## config.mk

```make
export PLATFORM = sky130hd
export DESIGN_NAME = pipe_stage_reg
export DESIGN_NICKNAME = d
export VERILOG_FILES = /design/src/rtl/pipe_pkg.sv /design/src/rtl/pipe_slot.sv /design/src/rtl/pipe_stage_reg.sv
export SDC_FILE = /design/constraint.sdc
export NUM_CORES = 1
export LEC_CHECK = 0
export BUFFER_PORTS_ARGS = -buffer_cell sky130_fd_sc_hd__buf_2
export CAP_MARGIN = 5
export CORE_ASPECT_RATIO = 1.1
export CORE_MARGIN = 3
export CORE_UTILIZATION = 42
export DETAILED_ROUTE_END_ITERATION = 10
export PLACE_DENSITY_LB_ADDON = 0.1
export SLEW_MARGIN = 30
export SYNTH_ARGS = -nofsm -noshare
export SYNTH_HDL_FRONTEND = slang
export SYNTH_SLANG_ARGS = --single-unit
```

## constraint.sdc

```tcl
create_clock -name clk -period 1.8 [get_ports clk]
set_clock_uncertainty 0.15 [all_clocks]
set_input_delay 0.09 -clock clk [delete_from_list [all_inputs] [get_ports clk]]
set_output_delay 0.09 -clock clk [all_outputs]
set_load 0.02 [all_outputs]
```

## src/rtl/pipe_pkg.sv

```systemverilog
`default_nettype none
// ============================================================================
// Module   : pipe_pkg
// Brief    : Shared state encoding and bubble constant for pipe_stage_reg.
// Revision : 1.0 - initial release
// ============================================================================
package pipe_pkg;

    typedef enum logic [1:0] {
        EMPTY = 2'd0,
        ONE   = 2'd1,
        TWO   = 2'd2
    } pipe_state_t;

    // Every empty slot holds this value replicated across ctrl and data.
    localparam logic c_BUBBLE_BIT = 1'b0;

endpackage
`default_nettype wire

```

## src/rtl/pipe_slot.sv

```systemverilog
`default_nettype none
// ============================================================================
// Module   : pipe_slot
// Brief    : One ctrl+data storage entry with valid bit; clear forces a bubble.
// Revision : 1.0 - initial release
// ============================================================================
module pipe_slot #(
    parameter int CTRL_W = 16,
    parameter int DATA_W = 128
) (
    input  logic              clk,
    input  logic              rst,
    input  logic              i_load,
    input  logic              i_clear,
    input  logic [CTRL_W-1:0] i_ctrl,
    input  logic [DATA_W-1:0] i_data,
    output logic              o_valid,
    output logic [CTRL_W-1:0] o_ctrl,
    output logic [DATA_W-1:0] o_data
);
    import pipe_pkg::*;

    logic              r_valid;
    logic [CTRL_W-1:0] r_ctrl;
    logic [DATA_W-1:0] r_data;

    always_ff @(posedge clk) begin
        if (rst || i_clear) begin
            r_valid <= 1'b0;
            r_ctrl  <= {CTRL_W{c_BUBBLE_BIT}};
            r_data  <= {DATA_W{c_BUBBLE_BIT}};
        end else if (i_load) begin
            r_valid <= 1'b1;
            r_ctrl  <= i_ctrl;
            r_data  <= i_data;
        end
    end

    assign o_valid = r_valid;
    assign o_ctrl  = r_ctrl;
    assign o_data  = r_data;

endmodule
`default_nettype wire

```

## src/rtl/pipe_stage_reg.sv

```systemverilog
`default_nettype none
// ============================================================================
// Module   : pipe_stage_reg
// Brief    : Valid/ready pipeline stage register, optional skid entry, flush,
//            saturating stall counter.
// Revision : 1.0 - initial release
// ============================================================================
module pipe_stage_reg #(
    parameter int CTRL_W = 16,
    parameter int DATA_W = 128,
    parameter int SKID   = 1,
    parameter int CNT_W  = 16
) (
    input  logic              clk,
    input  logic              refresh,
    input  logic              flush,
    input  logic              in_valid,
    output logic              in_ready,
    input  logic [CTRL_W-1:0] in_ctrl,
    input  logic [DATA_W-1:0] in_data,
    output logic              out_valid,
    input  logic              out_ready,
    output logic [CTRL_W-1:0] out_ctrl,
    output logic [DATA_W-1:0] out_data,
    output logic [CNT_W-1:0]  stall_cnt
);
    import pipe_pkg::*;

    pipe_state_t       r_state;
    pipe_state_t       w_stateNext;
    logic              w_accept;
    logic              w_pop;
    logic              w_mainLoad;
    logic              w_mainClear;
    logic              w_mainFromSkid;
    logic              w_skidLoad;
    logic              w_skidClear;
    logic              w_mainValid;
    logic              w_skidValid;
    logic [CTRL_W-1:0] w_skidCtrl;
    logic [DATA_W-1:0] w_skidData;
    logic [CTRL_W-1:0] w_mainCtrlIn;
    logic [DATA_W-1:0] w_mainDataIn;
    logic [CNT_W-1:0]  r_stallCnt;

    assign out_valid = w_mainValid;
    assign w_accept  = in_valid && in_ready;
    assign w_pop     = w_mainValid && out_ready;

    always_ff @(posedge clk) begin
        if (refresh) begin
            r_state <= EMPTY;
        end else begin
            r_state <= w_stateNext;
        end
    end

    always_comb begin
        w_stateNext    = r_state;
        w_mainLoad     = 1'b0;
        w_mainClear    = 1'b0;
        w_mainFromSkid = 1'b0;
        w_skidLoad     = 1'b0;
        w_skidClear    = 1'b0;
        if (flush) begin
            w_stateNext = EMPTY;
            w_mainClear = 1'b1;
            w_skidClear = 1'b1;
        end else begin
            case (r_state)
                EMPTY: begin
                    if (w_accept) begin
                        w_stateNext = ONE;
                        w_mainLoad  = 1'b1;
                    end
                end
                ONE: begin
                    if (w_accept && w_pop) begin
                        w_mainLoad = 1'b1;
                    end else if (w_accept && (SKID != 0)) begin
                        w_stateNext = TWO;
                        w_skidLoad  = 1'b1;
                    end else if (w_pop) begin
                        w_stateNext = EMPTY;
                        w_mainClear = 1'b1;
                    end
                end
                TWO: begin
                    if (w_pop) begin
                        w_stateNext    = ONE;
                        w_mainLoad     = 1'b1;
                        w_mainFromSkid = 1'b1;
                        w_skidClear    = 1'b1;
                    end
                end
                default: begin
                    w_stateNext = EMPTY;
                    w_mainClear = 1'b1;
                    w_skidClear = 1'b1;
                end
            endcase
        end
    end

    assign w_mainCtrlIn = w_mainFromSkid ? w_skidCtrl : in_ctrl;
    assign w_mainDataIn = w_mainFromSkid ? w_skidData : in_data;

    pipe_slot #(
        .CTRL_W (CTRL_W),
        .DATA_W (DATA_W)
    ) u_main (
        .clk     (clk),
        .rst     (refresh),
        .i_load  (w_mainLoad),
        .i_clear (w_mainClear),
        .i_ctrl  (w_mainCtrlIn),
        .i_data  (w_mainDataIn),
        .o_valid (w_mainValid),
        .o_ctrl  (out_ctrl),
        .o_data  (out_data)
    );

    generate
        if (SKID != 0) begin : g_skid
            pipe_slot #(
                .CTRL_W (CTRL_W),
                .DATA_W (DATA_W)
            ) u_skid (
                .clk     (clk),
                .rst     (refresh),
                .i_load  (w_skidLoad),
                .i_clear (w_skidClear),
                .i_ctrl  (in_ctrl),
                .i_data  (in_data),
                .o_valid (w_skidValid),
                .o_ctrl  (w_skidCtrl),
                .o_data  (w_skidData)
            );
            // Skid occupancy is a flop, so in_ready never sees out_ready.
            assign in_ready = !w_skidValid;
        end else begin : g_noSkid
            assign w_skidValid = 1'b0;
            assign w_skidCtrl  = '0;
            assign w_skidData  = '0;
            assign in_ready    = !w_mainValid || out_ready;
        end
    endgenerate

    always_ff @(posedge clk) begin
        if (refresh) begin
            r_stallCnt <= '0;
        end else if (w_mainValid && !out_ready && (r_stallCnt != {CNT_W{1'b1}})) begin
            r_stallCnt <= r_stallCnt + {{(CNT_W-1){1'b0}}, 1'b1};
        end
    end

    assign stall_cnt = r_stallCnt;

endmodule
`default_nettype wire

```

Word-level counts from Yosys, hierarchy flattened
Index checks and enable logic that the tools add are counted.
{"block": "totals", "in_bits": 149, "ff_bits": 308}
{"block": "op_classes", "muxes": 24, "n_reduce_logical": 14, "addsub": 1, "n_eq_ne": 7}
{"cell": "2-to-1 mux 128 bit", "n": 1}
{"cell": "adder 16 x 1 -> 16 bit (second input constant)", "n": 1}
{"cell": "2-to-1 mux 16 bit", "n": 1}
{"cell": "!= test 16 bit (second input constant)", "n": 1}
{"cell": "2-to-1 mux 1 bit", "n": 13}
{"cell": "2-to-1 mux 2 bit", "n": 5}
{"cell": "!= test 2 bit (second input constant)", "n": 3}
{"cell": "case mux 2 bit (3 select lines)", "n": 1}
{"cell": "OR reduction 2 bit", "n": 3}
{"cell": "logical AND 1 bit", "n": 5}
{"cell": "case mux 1 bit (2 select lines)", "n": 2}
{"cell": "AND reduction 4 bit", "n": 1}
{"cell": "!= test 3 bit (second input constant)", "n": 1}
{"cell": "case mux 1 bit (3 select lines)", "n": 1}
{"cell": "== test 2 x 1 -> 1 bit (second input constant)", "n": 1}
{"cell": "== test 2 bit (second input constant)", "n": 1}
{"cell": "logical NOT 1 bit", "n": 2}
{"cell": "logical NOT 2 bit", "n": 1}
{"cell": "logical OR 1 bit", "n": 2}

Logic depth before layout (Yosys ltp)
Gate-level depths: netlist of run 1.
{"block": "logic_depth", "ltp_word": 7, "mapped_depth": 8, "depth_no_buf": 5}

By module
Synthesis of run 1 repeated with hierarchy kept, for this count alone.
{"block": "unflattened", "cells_unflattened": 1229, "area_unflattened_um2": 13047.5}
{"module": "pipe_slot", "n_inst": 2, "seq_area_each_um2": 2902.8, "cells_each": 468, "area_each_um2": 5127.4}
{"module": "pipe_stage_reg", "n_inst": 1, "seq_area_each_um2": 360.3, "cells_each": 293, "area_each_um2": 2792.7}

Worst setup path after synthesis of run 1
Ideal clock, no wire load.
{"block": "synth_timing", "path_type": "reg-to-reg", "from": "register r_stallCnt[0] (netlist: stall_cnt[0])", "to": "register r_stallCnt[15] (netlist: stall_cnt[15])", "arrival_ns": 1.804, "path_stages_with_launch": 6, "setup_slack_ns": -0.275, "synth_period_minus_slack_ns": 2.075, "path_cell_list": "dfxtp_1 -> ha_1 -> nand4_1 -> nor4_1 -> nor4_1 -> mux2_2"}
{"block": "synth_between", "elab_chain_len": 2, "word_cells_on_any_way": 3, "classes_between": "1 x add/sub; 1 x eq/ne; 1 x reduce/logical"}
{"element": "from (decl)", "line": "pipe_stage_reg.sv:44", "text": "logic [CNT_W-1:0] r_stallCnt;"}
{"element": "from (signal assigned)", "line": "pipe_stage_reg.sv:153", "text": "r_stallCnt <= r_stallCnt + {{(CNT_W-1){1'b0}}, 1'b1};"}
{"element": "parallel branches: the longest is 2 deep, another holds adder 16 x 1 -> 16 bit"}
Several ways; the timed one is not identified.
A chain may end at the register's enable or synchronous reset.

Final worst setup path of run 1
{"block": "layout_timing", "from": "register r_state[1]", "to": "register g_skid.u_skid.r_ctrl[0] (netlist: g_skid.u_skid.o_ctrl[0])"}
{"block": "layout_between", "elab_chain_len": 5, "word_cells_on_any_way": 9, "classes_between": "2 x eq/ne; 4 x mux; 3 x reduce/logical"}
{"element": "from (decl)", "line": "pipe_stage_reg.sv:29", "text": "pipe_state_t r_state;"}
{"element": "from (signal assigned)", "line": "pipe_stage_reg.sv:54", "text": "r_state <= w_stateNext;"}
{"element": "== test 2 x 1 -> 1 bit / logical NOT 2 bit (equally long branches)", "line": "pipe_stage_reg.sv:70", "text": "case (r_state)"}
{"element": "OR reduction 2 bit (no source line)"}
{"element": "case mux 1 bit (2 select lines)", "line": "pipe_stage_reg.sv:70"}
{"element": "2-to-1 mux 1 bit", "line": "pipe_stage_reg.sv:65", "text": "if (flush) begin"}
{"element": "logical OR 1 bit", "line": "pipe_slot.sv:28", "text": "if (rst || i_clear) begin"}
{"element": "to (signal assigned)", "line": "pipe_slot.sv:30", "text": "r_ctrl <= {CTRL_W{c_BUBBLE_BIT}};"}
{"element": "to (signal assigned)", "line": "pipe_slot.sv:34", "text": "r_ctrl <= i_ctrl;"}
{"element": "to (decl)", "line": "pipe_slot.sv:24", "text": "logic [CTRL_W-1:0] r_ctrl;"}
Several ways; a longest one is shown, not always the timed one.

==> run summary, run 1 <==
Core footprint = 29800 sq um
Synthesized flop and latch total = 308
Synth Cell Area = 12800 sq um
Peak Freq = 510 MHz
First-pass GRT wire length = 69600 um
Max clock buf depth = 3
Root buf cell = clkbuf_16
Status = finished, violations left
Startpoint types = flop
Area of the multi-input gates = 6240 sq um
Initial drt markers = 1254
Final instance area = 19100 sq um
DR WL/cell = 18.9 um
Number of flops mapped to enable cells by yosys = 0
Slew HR = 67.9%
Critical path class = flop to flop
Initial Util = 42.9%
DRC violations left = 0
Port Buf Inserts = 310
Largest net degree at the start of global routing = 78
Max Slew Vio Count = 0
GR Overflow Total = 0
Failing checks = setup timing
Storage element area = 6190 sq um
Yosys cell types = 44
Critical Path RT = 2.08 ns
Rows = 66
Hold Vio Cnt, Final = 0
Die H = 189 um
Final Setup Violations = 269
Main flop type after synthesis = dfxtp_1
Via density = 5.71
Pwr Total = 16200 uW
Drt total wl = 47100 um
Initial antenna violation count = 0
Worst hold path class = primary input to flop
Final WS setup = -0.159 ns
H-tree depth = 2
Period utilization = 109%
Clock transition at path regs = 0.06 ns
Area Growth Syn to Fin = 49.4%
GRT Overall Usage = 25.9%
Routability cong. = 0.783
Avg Cell Area, Syn = 8.03 sq um
Layout cells sized above 1 = 29.1%
Die Area = 32600 sq um
Min Clock Period, post-route = 1.96 ns
Filler instances = 2550
Synth top cells by count = dfxtp_1 (308), a21oi_1 (302), nand2_1 (293), nand3_1 (149), o21ai_0 (147)
Crit path DAT = 2.24 ns
DRT antenna net count = 0
Number of global-route vias before repair = 13000
N_diodes = 0
Post-synthesis net count = 1745
Count leader, synth = dfxtp_1
Placed instance area = 15400 sq um
Synth top area share = 48.2%
Crit Path Max Fanout = 7
Clock Latency Late Sink = 0.51 ns
Power per cell area = 845 nW/um^2
Cell taking the most area after synthesis = dfxtp_1
Syn. warnings = 0
CTS Buf Count = 35
Die X = 172 um
Pleak = 0.00699 uW
DR pass1 iterations = 5
Final TNS setup = -22.47 ns
TritonCTS Sinks = 308
Vias = 14200
Post-synthesis cell count = 1595
CTS tree = built
Share of the yosys chip area belonging to registers = 48.2%
Least-Margin Pin Slew = 0.481 ns
Synth area leaders = dfxtp_1 (48%), a21oi_1 (12%), a311oi_1 (9.9%)
Worst VDD drop = 0.948 mV
Synth async-reset ratio = 0%
Pre-CTS setup slack = -0.101 ns
Hpwl dp = 25800 um
CP Capture Type = flop
Max_cap viols = 0
Post-layout nets = 2207
# IOs = 311
RSZ-0062 raised after global routing = yes
Hold slack = 0.109 ns
## through the flow
step | instances | utilization (%)
floorplan | 1595 | -
global placement | 2240 | 51.7
detailed placement | 2240 | 51.7
CTS | 2460 | 61.3
global route | 2491 | 64.2
finish | 2491 | 64.2
## flip-flops by register name, indices dropped and copies added, names as in the netlist
signal,count
g_skid.u_skid.o_data,128
u_main.o_data,128
g_skid.u_skid.o_ctrl,16
stall_cnt,16
u_main.o_ctrl,16
r_state,2
g_skid.u_skid.o_valid,1
u_main.o_valid,1
## cell families (layout without fill, tap and decap cells)
family / Yosys count / in the layout / synth area share [%]
buffers and inverters: 179 / 667 / 5.83
DFF: 308 / 308 / 48.2
and+or+nand+nor: 493 / 493 / 17.0
xor gates and xnor gates: 2 / 2 / 0.137
muxes: 4 / 4 / 0.332
AOI/OAI and AO/OA: 608 / 608 / 28.5
adders and majority gates: 1 / 1 / 0.0977
## power breakdown
part	switching, uW	internal, uW	total, uW	leakage (uW)
sequential	83.7	6950	7030	0.00250
clock	2870	4250	7130	0.000558
combinational	1120	890	2010	0.00393
total	4080	12100	16200	0.00699
## final timing paths
check / from / end / slack [ns] / cells after the start
worst max register to register: r_state[1] / g_skid.u_skid.o_ctrl[0] / -0.16 / 8
worst min register to register: g_skid.u_skid.o_data[124] / g_skid.u_skid.o_data[124] / 0.30 / 2
worst min-delay path: in_valid / r_state[0] / 0.11 / 6
worst max-delay path: r_state[1] / g_skid.u_skid.o_ctrl[0] / -0.16 / 8
## layout make-up
| class | count | area share, % |
|---|---|---|
| Clock buffer | 49 | 5.12 |
| Sequential cell | 308 | 32.4 |
| Inverter | 6 | 0.157 |
| Multi-Input combinational cell | 1108 | 32.6 |
| Clock inverter | 14 | 0.864 |
| Tap cell | 408 | 2.67 |
| Timing Repair Buffer | 598 | 26.2 |
## cell usage in the layout, fill, tap and decap left out, types with 3 or more instances in the layout
| cell | count |
|---|---|
| or4_1 | 4 |
| buf_8 | 5 |
| inv_6 | 3 |
| dfxtp_4 | 3 |
| buf_6 | 9 |
| nor2_1 | 7 |
| or3_1 | 4 |
| dfxtp_2 | 11 |
| nand3_1 | 147 |
| buf_16 | 3 |
| a21oi_2 | 53 |
| bufinv_16 | 3 |
| o21ai_0 | 147 |
| buf_12 | 36 |
| o31ai_1 | 7 |
| nand4_1 | 7 |
| clkbuf_8 | 6 |
| and3_1 | 4 |
| clkbuf_16 | 53 |
| buf_4 | 69 |
| dfxtp_1 | 294 |
| clkbuf_1 | 9 |
| nor3_1 | 4 |
| dlygate4sd3_1 | 147 |
| nor4_1 | 3 |
| a311oi_1 | 144 |
| nand2_1 | 282 |
| buf_2 | 309 |
| inv_1 | 5 |
| nand2_2 | 10 |
| a21oi_1 | 248 |
| clkinv_2 | 5 |
## routing by layer
layer  wire length, um  vias to the layer above  track usage (%)
li1                  -                     6744                -
met1             19800                     6782             35.0
met2             22300                      615             41.2
met3              3580                       84             4.87
met4              1390                        0             9.09
met5                 0                        -                0
## critical path, cell delays in order (launching register included)
cell and delay (ns):
dfxtp_2 0.32, or3b_4 0.41, buf_4 0.15, nor3_4 0.18, buf_6 0.20, buf_12 0.15
clkbuf_16 0.15, nand2_1 0.05, a21oi_1 0.11
## timing repair
item / in CTS / in global routing
gates resized for setup: 20 / 86
hold endpoints to repair: 304 / 0
buffers inserted: 7 / 13
endpoints found under the setup margin: 290 / 305
pin swaps: 21 / 44
gates cloned: 3 / 20
hold buffers: 147 / 0
Note: power is estimated with default switching activity, not from simulation.
==> run 2, diff against run 1 <==
--- a/config.mk
+++ b/config.mk
@@ -11,6 +11,7 @@
 export CORE_MARGIN = 3
 export CORE_UTILIZATION = 42
 export DETAILED_ROUTE_END_ITERATION = 10
+export GPL_ROUTABILITY_DRIVEN = 0
 export PLACE_DENSITY_LB_ADDON = 0.1
 export SLEW_MARGIN = 30
 export SYNTH_ARGS = -nofsm -noshare
==> constraint.sdc (replaced) <==
create_clock -name clk -period 1.75 [get_ports clk]
set_clock_uncertainty 0.15 [all_clocks]
set_input_delay 0.0875 -clock clk [delete_from_list [all_inputs] [get_ports clk]]
set_output_delay 0.0875 -clock clk [all_outputs]
set_load 0.02 [all_outputs]
==> run 2 against run 1 <==
The run still ends with setup timing left. Critical path depth down 2. Sequential cell count unchanged. Utilization up 3.4 points. Sequential power up 3.0%. Worst hold slack worse by 0.066 ns. Register-to-register slack worse by 0.06 ns. Die area unchanged. Power up 4.8%. Final area up 5.3%. Largest cell class unchanged.
==> run summary, run 2 (synthesis gave the netlist of run 1 again) <==
Max clock buf depth = 3 (unchanged)
Reg power frac = 42.7% (-0.8 points)
Crit path DAT = 2.23 ns (about the same)
Failing checks = setup timing
DRC violations left = 0 (unchanged)
Port Buf Inserts = 310 (unchanged)
Startpoint types = flop
Met3 Wirelength = 4040 um (+13%)
Largest net degree at the start of global routing = 78 (unchanged)
Internal power = 12600 uW (+4.4%)
Root buf cell = clkbuf_16
Min Clock Period, post-route = 1.97 ns (+0.0147 ns)
Power per cell area = 842 nW/um^2 (-0.46%)
Drt total wl = 50600 um (+7.2%)
Vias = 14700 (+3.2%)
RSZ-0062 raised after global routing = yes
Commonest non-fill, non-tap cell in the layout = buf_2
Uppermost layer routed = met4
Critical path class = flop to flop
Rows = 66 (unchanged)
Final Setup Violations = 299 (+11%)
CP Capture Type = flop
Final non-filler cell total = 2541 (+2.0%)
NetSw = 4330 uW (+6.2%)
Pleak = 0.00743 uW (+6.4%)
Hold slack = 0.0429 ns (-0.0664 ns)
Final WS setup = -0.224 ns (-0.0647 ns)
Die H = 189 um (unchanged)
Sw frac = 25.5% (+0.33 points)
Post-layout nets = 2257 (+2.3%)
Placed cells = 2276 (+1.6%)
Clock transition at path regs = 0.06 ns (about the same)
Number of global-route vias before repair = 13800 (+5.7%)
Clock Latency Late Sink = 0.51 ns (about the same)
Max_cap viols = 0 (unchanged)
Routed met2 length = 24200 um (+8.3%)
Clock share of power = 43.1% (-1.0 points)
Slew HR = 66.6% (-1.3 points)
Worst VDD drop = 0.623 mV (-34%)
Hold Vio Cnt, Final = 0 (unchanged)
Layout cells sized above 1 = 32.6% (+3.4 points)
Final core utilization = 67.6% (+3.4 points)
Area Growth Syn to Fin = 57.3%
WL met1 = 20600 um (+3.8%)
Via density = 5.77 (+1.1%)
GRT Overall Usage = 27.3% (+1.4 points)
Peak Freq = 507 MHz (-0.75%)
Hpwl dp = 27400 um (+6.3%)
Worst hold path class = primary input to flop
H-tree depth = 2 (unchanged)
DR pass1 iterations = 5 (unchanged)
GR Overflow Total = 0 (unchanged)
DR WL/cell = 19.9 um (+5.1%)
Status = finished, violations left
Core footprint = 29800 sq um (unchanged)
Die Area = 32600 sq um (unchanged)
Die X = 172 um (unchanged)
Initial Util = 42.9% (unchanged)
First-pass GRT wire length = 73100 um (+5.0%)
Pwr Total = 16900 uW (+4.8%)
Gate power share = 14.2% (+1.8 points)
Critical Path RT = 2.00 ns (-0.08 ns)
CTS Buf Count = 35 (unchanged)
Crit Path Max Fanout = 19 (+12)
DRT antenna net count = 0 (unchanged)
TritonCTS Sinks = 308 (unchanged)
Period utilization = 113% (+4.0 points)
Max Slew Vio Count = 0 (unchanged)
CTS tree = built
Initial drt markers = 1383 (+10%)
Initial antenna violation count = 1 (+1)
Most frequent cells in the layout = buf_2 (309), dfxtp_1 (296), nand2_1 (290)
Least-Margin Pin Slew = 0.501 ns (+0.0199 ns)
# IOs = 311 (unchanged)
-- run 2: cell count changes in the layout (fill, tap and decap cells not counted), sizes merged --
cell	change
buf	+49
bufbuf	-1
bufinv	-2
clkbuf	+7
clkinvlp	-1
diode	+1
inv	-3
-- run 2: layout make-up --
type,count,area [sq um]
antenna,1,2.50
clock buffer,54,1070
clock inverter,8,67.6
fill,2353,9670
inverter,6,30.0
multi-input combinational,1108,6490
sequential,308,6190
tap,408,510
timing repair buffer,648,5770
-- run 2: final timing paths --
path                                          startpoint                       end  slack, ns  depth (start not counted)
worst max-delay path                          r_state[1]         u_main.o_data[61]      -0.22                          6
worst max register to register                r_state[1]         u_main.o_data[61]      -0.22                          6
worst min-delay path                            in_valid                r_state[0]       0.04                          6
worst min register to register  g_skid.u_skid.o_data[19]  g_skid.u_skid.o_data[19]       0.30                          2
-- run 2: what timing repair did --
item | in CTS | in global routing
hold buffers | 147 | 0
gates resized for setup | 39 | 161
pin swaps | 20 | 36
endpoints found under the hold margin | 304 | 0
cloned | 9 | 22
setup endpoints to repair | 262 | 305
setup buffers | 17 | 11
-- run 2: layer usage --
layer / track usage, % / vias up
li1: - / 6859
met1: 35.1 / 7014
met2: 45.0 / 674
met3: 5.64 / 127
met4: 10.3 / 0
met5: 0 / -
-- run 2: critical path, cell delays in order (launching register included) --
cell and delay (ns):
dfxtp_4 0.35, or3b_4 0.41, o21ai_4 0.20, buf_12 0.20
buf_12 0.17, a21oi_1 0.08, a311oi_1 0.30
-- run 2: stage by stage --
stage / instance area [sq um] / TNS, ns / worst slack [ns]
2_1_floorplan: 13100 / -9.43 / -0.113
3_3_place_gp: 15900 / -14.04 / -0.127
3_5_place_dp: 15900 / -25.67 / -0.202
4_1_cts: 19100 / -30.02 / -0.173
5_1_grt: 20100 / -55.50 / -0.302
6_report: 20100 / -33.95 / -0.224
-- run 2: power by group through the flow --
| stage | sequential, uW | clock (uW) | combinational (uW) |
|---|---|---|---|
| 4_1_cts | 7230 | 7360 | 2120 |
| 2_1_floorplan | 7510 | 0 | 776 |
| 3_3_place_gp | 7390 | 0 | 1660 |
| 5_1_grt | 7250 | 7680 | 2550 |
| 6_report | 7240 | 7300 | 2410 |
| 3_5_place_dp | 7390 | 0 | 1670 |
==> run 3, diff against run 2 <==
--- a/config.mk
+++ b/config.mk
@@ -7,9 +7,9 @@
 export LEC_CHECK = 0
 export BUFFER_PORTS_ARGS = -buffer_cell sky130_fd_sc_hd__buf_2
 export CAP_MARGIN = 5
-export CORE_ASPECT_RATIO = 1.1
+export CORE_ASPECT_RATIO = 1.2
 export CORE_MARGIN = 3
-export CORE_UTILIZATION = 42
+export CORE_UTILIZATION = 30
 export DETAILED_ROUTE_END_ITERATION = 10
 export GPL_ROUTABILITY_DRIVEN = 0
 export PLACE_DENSITY_LB_ADDON = 0.1
==> run 3 against run 2 <==
The run still ends with setup timing left. Fmax rose by 3.0%. Register-to-register slack improved by 0.06 ns. Via count is 3.5% lower.
==> run summary, run 3 (synthesis gave the netlist of run 1 again) <==
Placed cells = 2402 (+5.5%)
H-tree depth = 2 (unchanged)
CP peak stage delay = 0.41 ns (about the same)
Critical Path RT = 2.03 ns (+0.03 ns)
Sw frac = 25.7% (+0.16 points)
Crit Path Max Fanout = 10 (-9)
Hpwl dp = 30200 um (+10%)
Final WS setup = -0.166 ns (+0.0582 ns)
NetSw = 4300 uW (-0.75%)
Clock Latency Late Sink = 0.52 ns (about the same)
Pre-CTS setup slack = -0.130 ns (+0.0714 ns)
Peak Freq = 522 MHz (+3.0%)
CTS Buf Count = 37 (+5.7%)
Number of global-route vias before repair = 13400 (-2.9%)
GRT Overall Usage = 21.1% (-6.2 points)
DR WL/cell = 19.7 um (-0.96%)
GR Overflow Total = 0 (unchanged)
CTS tree = built
Failing checks = setup timing
First-pass GRT wire length = 78000 um (+6.7%)
Startpoint types = flop
Worst VDD drop = 0.616 mV (-1.1%)
Area of the multi-input gates = 6270 sq um (-3.4%)
Status = finished, violations left
R2R Path End = u_main.o_data[72]
Crit path DAT = 2.19 ns (-0.04 ns)
Reg power frac = 43.3% (+0.6 points)
Post-layout nets = 2219 (-1.7%)
Area Growth Syn to Fin = 52.5%
Clock share of power = 43.6% (+0.5 points)
Max Slew Vio Count = 0 (unchanged)
Least-Margin Pin Slew = 0.571 ns (+0.0708 ns)
Layout cells sized above 1 = 29.5% (-3.1 points)
Root buf cell = clkbuf_16
Pwr Total = 16700 uW (-1.4%)
Gate power share = 13.1% (-1.1 points)
R2R depth = 7 (+1)
Filler instances = 4158 (+77%)
Largest net degree at the start of global routing = 79 (+1.3%)
Worst hold path depth = 6 (unchanged)
DR pass1 iterations = 7 (+2)
Die Area = 45200 sq um (+39%)
Initial Util = 30.5% (-12 points)
# IOs = 311 (unchanged)
Power per cell area = 856 nW/um^2 (+1.8%)
Setup slack, reg-to-reg = -0.17 ns (+0.06 ns)
Final non-filler cell total = 2639 (+3.9%)
Worst hold path class = primary input to flop
Via density = 5.37 (-7.1%)
Commonest non-fill, non-tap cell in the layout = buf_2
Hold path endpoint = r_state[0]
Vias = 14200 (-3.5%)
Final TNS setup = -26.23 ns (+7.72 ns)
Final Setup Violations = 286 (-4.3%)
Min Clock Period, post-route = 1.92 ns (-0.0582 ns)
Critical-path top delay cell = or3b_4
Cell Chain, Critical Path = or3b_4 > o21ai_4 > buf_6 > buf_12 > clkbuf_16 > a21oi_1 > a311oi_1
CP Capture Type = flop
Initial drt markers = 832 (-40%)
Delay-heaviest family, CP = compound AO/OA/AOI/OAI gates
Slew HR = 61.9% (-4.7 points)
DRT antenna net count = 0 (unchanged)
Max_cap viols = 0 (unchanged)
Clock transition at path regs = 0.06 ns (about the same)
Critical path class = flop to flop
Period utilization = 109% (-3.3 points)
Hold Crit Start = in_valid
RR Startpoint = r_state[1]
Internal power = 12400 uW (-1.6%)
Hold Vio Cnt, Final = 0 (unchanged)
Core footprint = 42000 sq um (+41%)
Drt total wl = 52000 um (+2.9%)
Die H = 232 um (+23%)
Storage element area = 6180 sq um (-0.10%)
Port Buf Inserts = 310 (unchanged)
DRC violations left = 0 (unchanged)
Max clock buf depth = 3 (unchanged)
Buf/Inv on CP = 3 (+1)
Rows = 82 (+24%)
Initial antenna violation count = 2 (+1)
RSZ-0062 raised after global routing = yes
Pleak = 0.00709 uW (-4.7%)
TritonCTS Sinks = 308 (unchanged)
Die X = 195 um (+13%)
Most frequent cells in the layout = buf_2 (309), dfxtp_1 (299), nand2_1 (281)
run 3: changes by cell type in the layout (fill, tap and decap cells not counted), sizes merged:
| cell | previous run | this run |
|---|---|---|
| buf | 480 | 446 |
| clkinv | 6 | 5 |
| clkinvlp | 1 | 0 |
| bufbuf | 0 | 1 |
| clkbuf | 75 | 70 |
run 3: metrics by stage:
stage | util (%) | hold WS, ns | instance area, sq um
finish | 46.5 | 0.0376 | 19500
global route | 46.5 | 0.0825 | 19500
CTS | 45.1 | 0.00219 | 18900
detailed placement | 38.4 | 0.194 | 16100
global placement | 38.4 | 0.188 | 16100
floorplan | - | 0.0735 | 13100
run 3: per-layer routing:
layer	vias to the layer above	wire, um	track usage (%)
met2	478	24700	34.3
met4	2	1370	6.58
met5	-	9	0
li1	6754	-	-
met3	72	3350	3.90
met1	6856	22500	28.5
run 3: what timing repair did:
action / 4_1_cts / 5_1_grt
setup buffers: 5 / 4
hold endpoints to repair: 304 / 0
gates cloned: 4 / 14
pin swaps: 17 / 75
endpoints found under the setup margin: 291 / 304
hold buffers: 147 / 0
gates resized for setup: 19 / 60
run 3: layout make-up:
type | instances | area share [%]
timing repair buffer | 608 | 26.8
clock buffer | 56 | 5.42
tap | 546 | 3.50
clock inverter | 6 | 0.282
antenna | 1 | 0.0128
multi-input combinational | 1108 | 32.1
inverter | 6 | 0.154
sequential | 308 | 31.7
run 3: worst reg2reg max path, stage by stage, from the launching register on:
cell       delay (ns)
dfxtp_1          0.31
or3b_4           0.41
o21ai_4          0.18
buf_6            0.14
buf_12           0.14
clkbuf_16        0.19
a21oi_1          0.08
a311oi_1         0.24
run 3: power groups by stage:
| stage | logic (uW) | registers [uW] | clock network [uW] |
|---|---|---|---|
| final | 2190 | 7240 | 7290 |
| after global routing | 2350 | 7250 | 7810 |
| after CTS | 2060 | 7240 | 7520 |
| after detailed placement | 1790 | 7390 | 0 |
| after global placement | 1780 | 7390 | 0 |
| after floorplan | 776 | 7510 | 0 |
run 3: worst max path at each step:
stage	startpoint	endpoint	slack [ns]	cells past startpoint
2_1_floorplan	r_state[1]	u_main.o_data[83]	-0.11	7
3_3_place_gp	r_state[1]	u_main.o_ctrl[15]	-0.09	6
3_5_place_dp	r_state[1]	u_main.o_data[122]	-0.13	6
4_1_cts	r_state[1]	u_main.o_data[122]	-0.15	6
5_1_grt	r_state[1]	u_main.o_data[84]	-0.25	7
6_report	r_state[1]	u_main.o_data[72]	-0.17	7
